[config.mk]
export PLATFORM = sky130hd
export DESIGN_NAME = hdmi_frame_pack
export DESIGN_NICKNAME = d
export VERILOG_FILES = /design/src/rtl/hdmi_frame_pack.sv
export SDC_FILE = /design/constraint.sdc
export NUM_CORES = 2
export LEC_CHECK = 0
export BUFFER_PORTS_ARGS = -buffer_cell sky130_fd_sc_hd__buf_2
export CORE_MARGIN = 3
export CORE_UTILIZATION = 35
export DETAILED_ROUTE_END_ITERATION = 10
export SLEW_MARGIN = 20
export SYNTH_ARGS = -nofsm -noshare
export SYNTH_HDL_FRONTEND = slang
export SYNTH_SLANG_ARGS = --single-unit
[constraint.sdc]
create_clock -name pixclk_in -period 12.2 [get_ports pixclk_in]
set_input_delay 1.22 -clock pixclk_in [delete_from_list [all_inputs] [get_ports pixclk_in]]
set_output_delay 1.22 -clock pixclk_in [all_outputs]
set_load 0.005 [all_outputs]
[src/rtl/hdmi_frame_pack.sv]
// hdmi_frame_pack: packs the HDMI vs/de/RGB stream into 128-bit words and queues them with frame-buffer word addresses.
// Define HDMI_PACK_RGB565_EN for RGB565 (8 px/word); the default build packs RGB888 as {8'h00,R,G,B} (4 px/word).
module hdmi_frame_pack #(
    parameter int H_ACT      = 640,
    parameter int V_ACT      = 720,
    parameter int ADDR_WIDTH = 20,
    parameter int FIFO_DEPTH = 16
) (
    input  logic                  pixclk_in,
    input  logic                  rst_n,
    input  logic                  vs_in,
    input  logic                  de_in,
    input  logic [23:0]           data_in,
    output logic [127:0]          wr_data,
    output logic [ADDR_WIDTH-1:0] wr_addr,
    output logic                  wr_valid,
    input  logic                  wr_ready,
    output logic                  frame_done,
    output logic                  overflow
);
`ifdef HDMI_PACK_RGB565_EN
    localparam int PIX_W = 16;
    localparam int PPW   = 8;
`else
    localparam int PIX_W = 32;
    localparam int PPW   = 4;
`endif
    localparam int PC_W  = $clog2(PPW);
    localparam int H_W   = $clog2(H_ACT + 1);
    localparam int V_W   = $clog2(V_ACT + 1);
    localparam int PTR_W = $clog2(FIFO_DEPTH);

    function automatic logic [PIX_W-1:0] pix_fmt(input logic [23:0] rgb);
`ifdef HDMI_PACK_RGB565_EN
        return {rgb[23:19], rgb[15:10], rgb[7:3]};
`else
        return {8'h00, rgb};
`endif
    endfunction

    logic                  vs_q, vs2_q, de_q, de2_q, armed_q, armed_d;
    logic [H_W-1:0]        h_cnt_q, h_d;
    logic [V_W-1:0]        v_cnt_q, v_d;
    logic [PC_W-1:0]       pix_cnt_q, pix_d;
    logic [ADDR_WIDTH-1:0] word_addr_q, word_addr_d;
    logic [127:0]          lanes_q, lanes_d;
    logic                  word_done_q, word_done_d;
    logic                  frame_done_q, frame_done_d, overflow_q, overflow_d;
    logic                  vs_rise, de_fall, line_end, push, pop, full, do_push;

    logic [127:0]          mem_data_q [FIFO_DEPTH];
    logic [ADDR_WIDTH-1:0] mem_addr_q [FIFO_DEPTH];
    logic [PTR_W-1:0]      rd_ptr_q, rd_ptr_d, wr_ptr_q, wr_ptr_d;
    logic [PTR_W:0]        count_q, count_d;
    logic [127:0]          wr_data_q, wr_data_d;
    logic [ADDR_WIDTH-1:0] wr_addr_q, wr_addr_d;
    logic                  wr_valid_q;

    always_comb begin
        vs_rise  = vs_q & ~vs2_q;
        de_fall  = de2_q & ~de_q;
        line_end = armed_q & de_fall & ~vs_rise;
        // A completed word is pushed the cycle after its last pixel; a partial one at line end.
        push     = word_done_q | (line_end & (pix_cnt_q != '0));
        pop      = wr_valid_q & wr_ready;
        full     = (count_q == (PTR_W+1)'(FIFO_DEPTH));
        do_push  = push & (~full | pop);

        armed_d      = armed_q;
        h_d          = h_cnt_q;
        v_d          = v_cnt_q;
        pix_d        = pix_cnt_q;
        lanes_d      = word_done_q ? '0 : lanes_q;
        word_done_d  = 1'b0;
        frame_done_d = 1'b0;
        word_addr_d  = push ? word_addr_q + 1'b1 : word_addr_q;
        overflow_d   = overflow_q | (push & full & ~pop);

        if (vs_rise) begin
            armed_d     = 1'b1;
            h_d         = '0;
            v_d         = '0;
            pix_d       = '0;
            lanes_d     = '0;
            word_addr_d = '0;
            overflow_d  = 1'b0;
        end else begin
            if (line_end) begin
                h_d     = '0;
                pix_d   = '0;
                lanes_d = '0;
                if (v_cnt_q != V_W'(V_ACT)) v_d = v_cnt_q + 1'b1;
                frame_done_d = (v_cnt_q == V_W'(V_ACT - 1));
            end
            if (armed_q && de_in && (int'(h_d) < H_ACT) && (int'(v_d) < V_ACT)) begin
                lanes_d[int'(pix_d)*PIX_W +: PIX_W] = pix_fmt(data_in);
                word_done_d = (pix_d == PC_W'(PPW - 1));
                pix_d       = pix_d + 1'b1;
                h_d         = h_d + 1'b1;
            end
        end
    end

    always_comb begin
        rd_ptr_d = pop ? rd_ptr_q + 1'b1 : rd_ptr_q;
        wr_ptr_d = do_push ? wr_ptr_q + 1'b1 : wr_ptr_q;
        count_d  = count_q;
        if (do_push && !pop)      count_d = count_q + 1'b1;
        else if (!do_push && pop) count_d = count_q - 1'b1;
        // The head register bypasses the array when the new head is the word being written.
        if (count_d == '0) begin
            wr_data_d = '0;
            wr_addr_d = '0;
        end else if (do_push && (wr_ptr_q == rd_ptr_d)) begin
            wr_data_d = lanes_q;
            wr_addr_d = word_addr_q;
        end else begin
            wr_data_d = mem_data_q[rd_ptr_d];
            wr_addr_d = mem_addr_q[rd_ptr_d];
        end
    end

    always_ff @(posedge pixclk_in) begin
        if (!rst_n) begin
            vs_q <= 1'b0;  vs2_q <= 1'b0;  de_q <= 1'b0;  de2_q <= 1'b0;
            armed_q      <= 1'b0;
            h_cnt_q      <= '0;
            v_cnt_q      <= '0;
            pix_cnt_q    <= '0;
            word_addr_q  <= '0;
            word_done_q  <= 1'b0;
            frame_done_q <= 1'b0;
            overflow_q   <= 1'b0;
            rd_ptr_q     <= '0;
            wr_ptr_q     <= '0;
            count_q      <= '0;
            wr_valid_q   <= 1'b0;
            wr_data_q    <= '0;
            wr_addr_q    <= '0;
        end else begin
            vs_q <= vs_in;  vs2_q <= vs_q;  de_q <= de_in;  de2_q <= de_q;
            armed_q      <= armed_d;
            h_cnt_q      <= h_d;
            v_cnt_q      <= v_d;
            pix_cnt_q    <= pix_d;
            word_addr_q  <= word_addr_d;
            word_done_q  <= word_done_d;
            frame_done_q <= frame_done_d;
            overflow_q   <= overflow_d;
            rd_ptr_q     <= rd_ptr_d;
            wr_ptr_q     <= wr_ptr_d;
            count_q      <= count_d;
            wr_valid_q   <= (count_d != '0);
            wr_data_q    <= wr_data_d;
            wr_addr_q    <= wr_addr_d;
        end
    end

    always_ff @(posedge pixclk_in) begin
        lanes_q <= lanes_d;
        if (do_push) begin
            mem_data_q[wr_ptr_q] <= lanes_q;
            mem_addr_q[wr_ptr_q] <= word_addr_q;
        end
    end

    assign wr_data    = wr_data_q;
    assign wr_addr    = wr_addr_q;
    assign wr_valid   = wr_valid_q;
    assign frame_done = frame_done_q;
    assign overflow   = overflow_q;
endmodule

==> results_dict.tcl <==
set metrics [dict create \
    outcome "finished clean" \
    synth_fa_ha_area_share_pct 0.160 \
    synth_flop_cell "edfxtp_1" \
    port_buffers 179 \
    timing.hold.ws_ns 0.463 \
    cp_cell_sequence "buf_12, buf_4, buf_4, buf_4, buf_4, mux2i_1, mux4_2, a22oi_1, o211ai_1, a211oi_1" \
    drt_iter0_drc 6027 \
    antenna_found_initial 35 \
    yosys_warnings 0 \
    rrSetupSlack_ns 5.60 \
    synthTopCellsByArea "edfxtp_1 57%, mux2i_1 15%, mux4_2 13%" \
    netlist.area_leader.share_pct 56.9 \
    wl_per_cell_um 29.1 \
    cp_data_required_time_ns 13.02 \
    cts-root-buf "clkbuf_16" \
    grt_pass1_wl_um 520000 \
    syn-cell-area_um2 125000 \
    crit_fanout 135 \
    grt_pass1_vias 73600 \
    synth_fp_nets 7344 \
    finalWorstPathRequiredPeriod_ns 6.60 \
    antenna_left 0 \
    worst_slew_pin_slew_ns 1.13 \
    drive_gt1_share_pct 22.5 \
    vias 70500 \
    fin_setup_tns_ns 0 \
    drc_errors 0 \
    synth_top_family_by_area "multiplexers" \
    leakage_uw 0.0447 \
    worstHoldPathType "register to register" \
    timing.fmax_ghz 0.152 \
    swShare_pct 27.0 \
    totalWireLength_um 360000 \
    cts_hold_buf 0 \
    rr_worst_depth 10 \
    cp.arrival_ns 7.42 \
    hold-path-cell-count 2 \
    cts_tree "yes" \
    critPathLaunchType "register" \
    worst_slack_ns 5.60 \
    synth_top_cell_by_area "edfxtp_1" \
    fin_skew_ns 0.0465 \
    ctsResizeCount 0 \
    path_clk_slew_ns 0.06 \
    crit_family "buffers and inverters" \
    die_h_um 603 \
    core-area_um2 354000 \
    cts_setup_buffers 0 \
    cp-end-kind "register" \
    maxSlewViolCount 0 \
    reg2reg_from "rd_ptr_q[1]$_SDFF_PN0_" \
    irDropWorstVdd_mv 0.228 \
    setup_viol 0 \
    crit_buf_inv 5 \
    crit_top_cell "buf_4" \
    fin_area_um2 141000 \
    vias_per_cell 5.69 \
    synth-edff-count 2368 \
    hold_viol_final 0 \
    fin_nets 7432 \
    htreeDepth 5 \
    syn_to_final_growth_pct 13.0 \
    seq_area_frac_synth_pct 62.4 \
    clkPwrFrac_pct 38.8 \
    synth_cell_types 56 \
    num_io_pins 180 \
    ys_seq_elements 2708 \
    die_x_um 603 \
    drv_cap 0 \
    start_util_pct 35.3 \
    clock-sinks 2708 \
    grt_usage_pct 19.3 \
    synth_compound_area_share_pct 3.15 \
    syn_inst 7299 \
    place_congestion 0.775 \
    rsz0062_at_grt "false" \
    r2r_end "wr_data[98]$_SDFF_PP0_" \
    globalRouteOverflowTotal 0 \
    min_to "h_cnt_q[9]$_SDFF_PP0_" \
    ys_async_sr_fraction_pct 0 \
    p_sw_uw 6440 \
    cts-buffers-inserted 303 \
    dpl_cell_area_um2 131000 \
    die_area_um2 364000 \
    firstDrtPassIters 5 \
    design_power_total_uw 23900 \
    max_slew_margin_pct 24.7 \
    synth.avg_cell_area_um2 17.1 \
    slowest_delay_ns 1.00 \
    dp_hpwl_um 184000 \
    power.internal_uw 17400 \
    worstHoldStart "h_cnt_q[9]$_SDFF_PP0_" \
    cts_max_path_buffers 4 \
    grt_max_degree 145 \
    yosys.area_share.simple_pct 2.45 \
    place_ws_ns 5.46 \
    num_rows 218 \
    synth-xor-area-share_pct 0.293 \
    comb_power_share_pct 17.5 \
    seqPwrFrac_pct 43.6 \
    synth.area.mux_share_pct 29.5 \
    path_class "register to register" \
    clkLatencyLatePin_ns 0.93 \
    pwr_density_cell_nw_per_um2 169 \
    cpMaxStageDelayCell "buf_4" \
    period_share_pct 54.1 \
]
[routing by layer]
metal / global-route usage (%) / vias up / routed length (um)
met2: 33.3 / 2272 / 180000
met4: 7.10 / 10 / 13700
met3: 2.93 / 625 / 20800
li1: - / 29900 / -
met1: 24.6 / 37700 / 146000
met5: 0 / - / 65
[cell usage after synthesis, types with 93 or more instances]
cell and instances:
nand3_1 93, edfxtp_1 2368, dfxtp_1 340, mux2_2 148
nor2_1 205, mux4_2 740, o211ai_1 149, mux2i_1 1851
a22oi_1 148, clkbuf_1 177, nand2_1 289, buf_2 298
a211oi_1 148
[worst max path at each step]
stage | from | end | slack [ns] | depth (start not counted)
floorplan | wr_ready | mem_addr_q[7][0]$_DFFE_PP_ | 3.21 | 6
global route | rd_ptr_q[1]$_SDFF_PN0_ | wr_data[74]$_SDFF_PP0_ | 5.20 | 10
finish | rd_ptr_q[1]$_SDFF_PN0_ | wr_data[98]$_SDFF_PP0_ | 5.60 | 10
global placement | rd_ptr_q[1]$_SDFF_PN0_ | wr_data[68]$_SDFF_PP0_ | 5.55 | 10
CTS | rd_ptr_q[1]$_SDFF_PN0_ | wr_data[98]$_SDFF_PP0_ | 5.48 | 10
detailed placement | rd_ptr_q[1]$_SDFF_PN0_ | wr_data[98]$_SDFF_PP0_ | 5.46 | 10
[sequential cells by signal (all words and copies together), names as in the netlist, 2 cells and up]
signal	count
count_q	5
h_cnt_q	10
lanes_q	128
mem_addr_q	320
mem_data_q	2048
pix_cnt_q	2
rd_ptr_q	4
v_cnt_q	10
word_addr_q	20
wr_addr	20
wr_data	128
wr_ptr_q	4
[cell families (layout without fill, tap and decap cells)]
kind of cell	Yosys count	after routing
XOR/XNOR	41	41
AND/OR/NAND/NOR	705	705
adder cells (fa/ha/maj)	16	16
multiplexers	2739	2739
buffers and inverters	566	911
other	0	19
AO/OA/AOI/OAI	524	524
flip-flops	2708	2708
[placed cells by master, fill, tap and decap left out, types with 18 or more instances in the layout]
master         n
a211oi_1     148
a21oi_1       18
a22oi_1      148
and2_1        25
and3_1        29
buf_12        25
buf_2        179
buf_4        127
bufinv_16     28
clkbuf_1      73
clkbuf_16    304
clkbuf_8      28
clkinv_1      32
clkinv_2      38
clkinvlp_4    23
dfxtp_1      339
diode_2       19
edfxtp_1    2368
mux2_2       148
mux2i_1     1851
mux4_2       740
nand2_1      287
nand3_1       93
nor2_1       191
o211ai_1     149
o2bb2ai_1     25
xnor2_1       22
xor2_1        18
[stage by stage]
step	std cells	utilization, %
3_3_place_gp	11800	37.0
3_5_place_dp	11800	37.0
5_1_grt	12400	39.9
4_1_cts	12400	39.8
6_report	12400	39.9
2_1_floorplan	7299	-
[tightest hold or removal path, cell delays in order, from the launching register on]
cell and delay, ns:
dfxtp_1 0.31, inv_1 0.05, a21oi_1 0.05
[layout make-up]
cell class / instances / area (um2)
fillers: 31900 / 213000
clock inverters: 157 / 1850
diodes: 19 / 47.5
repair buffers: 334 / 2400
clock buffers: 405 / 8270
inverters: 15 / 56.3
well taps: 4730 / 5920
flip-flops and latches: 2708 / 77900
multi-input cells: 4025 / 44700
[power by group through the flow]
stage | combinational [uW] | sequential [uW] | clock (uW)
2_1_floorplan | 2920 | 10500 | 0
3_3_place_gp | 4210 | 10600 | 0
3_5_place_dp | 4230 | 10600 | 0
4_1_cts | 4240 | 10400 | 9480
5_1_grt | 4430 | 10400 | 9860
6_report | 4180 | 10400 | 9270
Note: power is estimated with default switching activity, not from simulation.
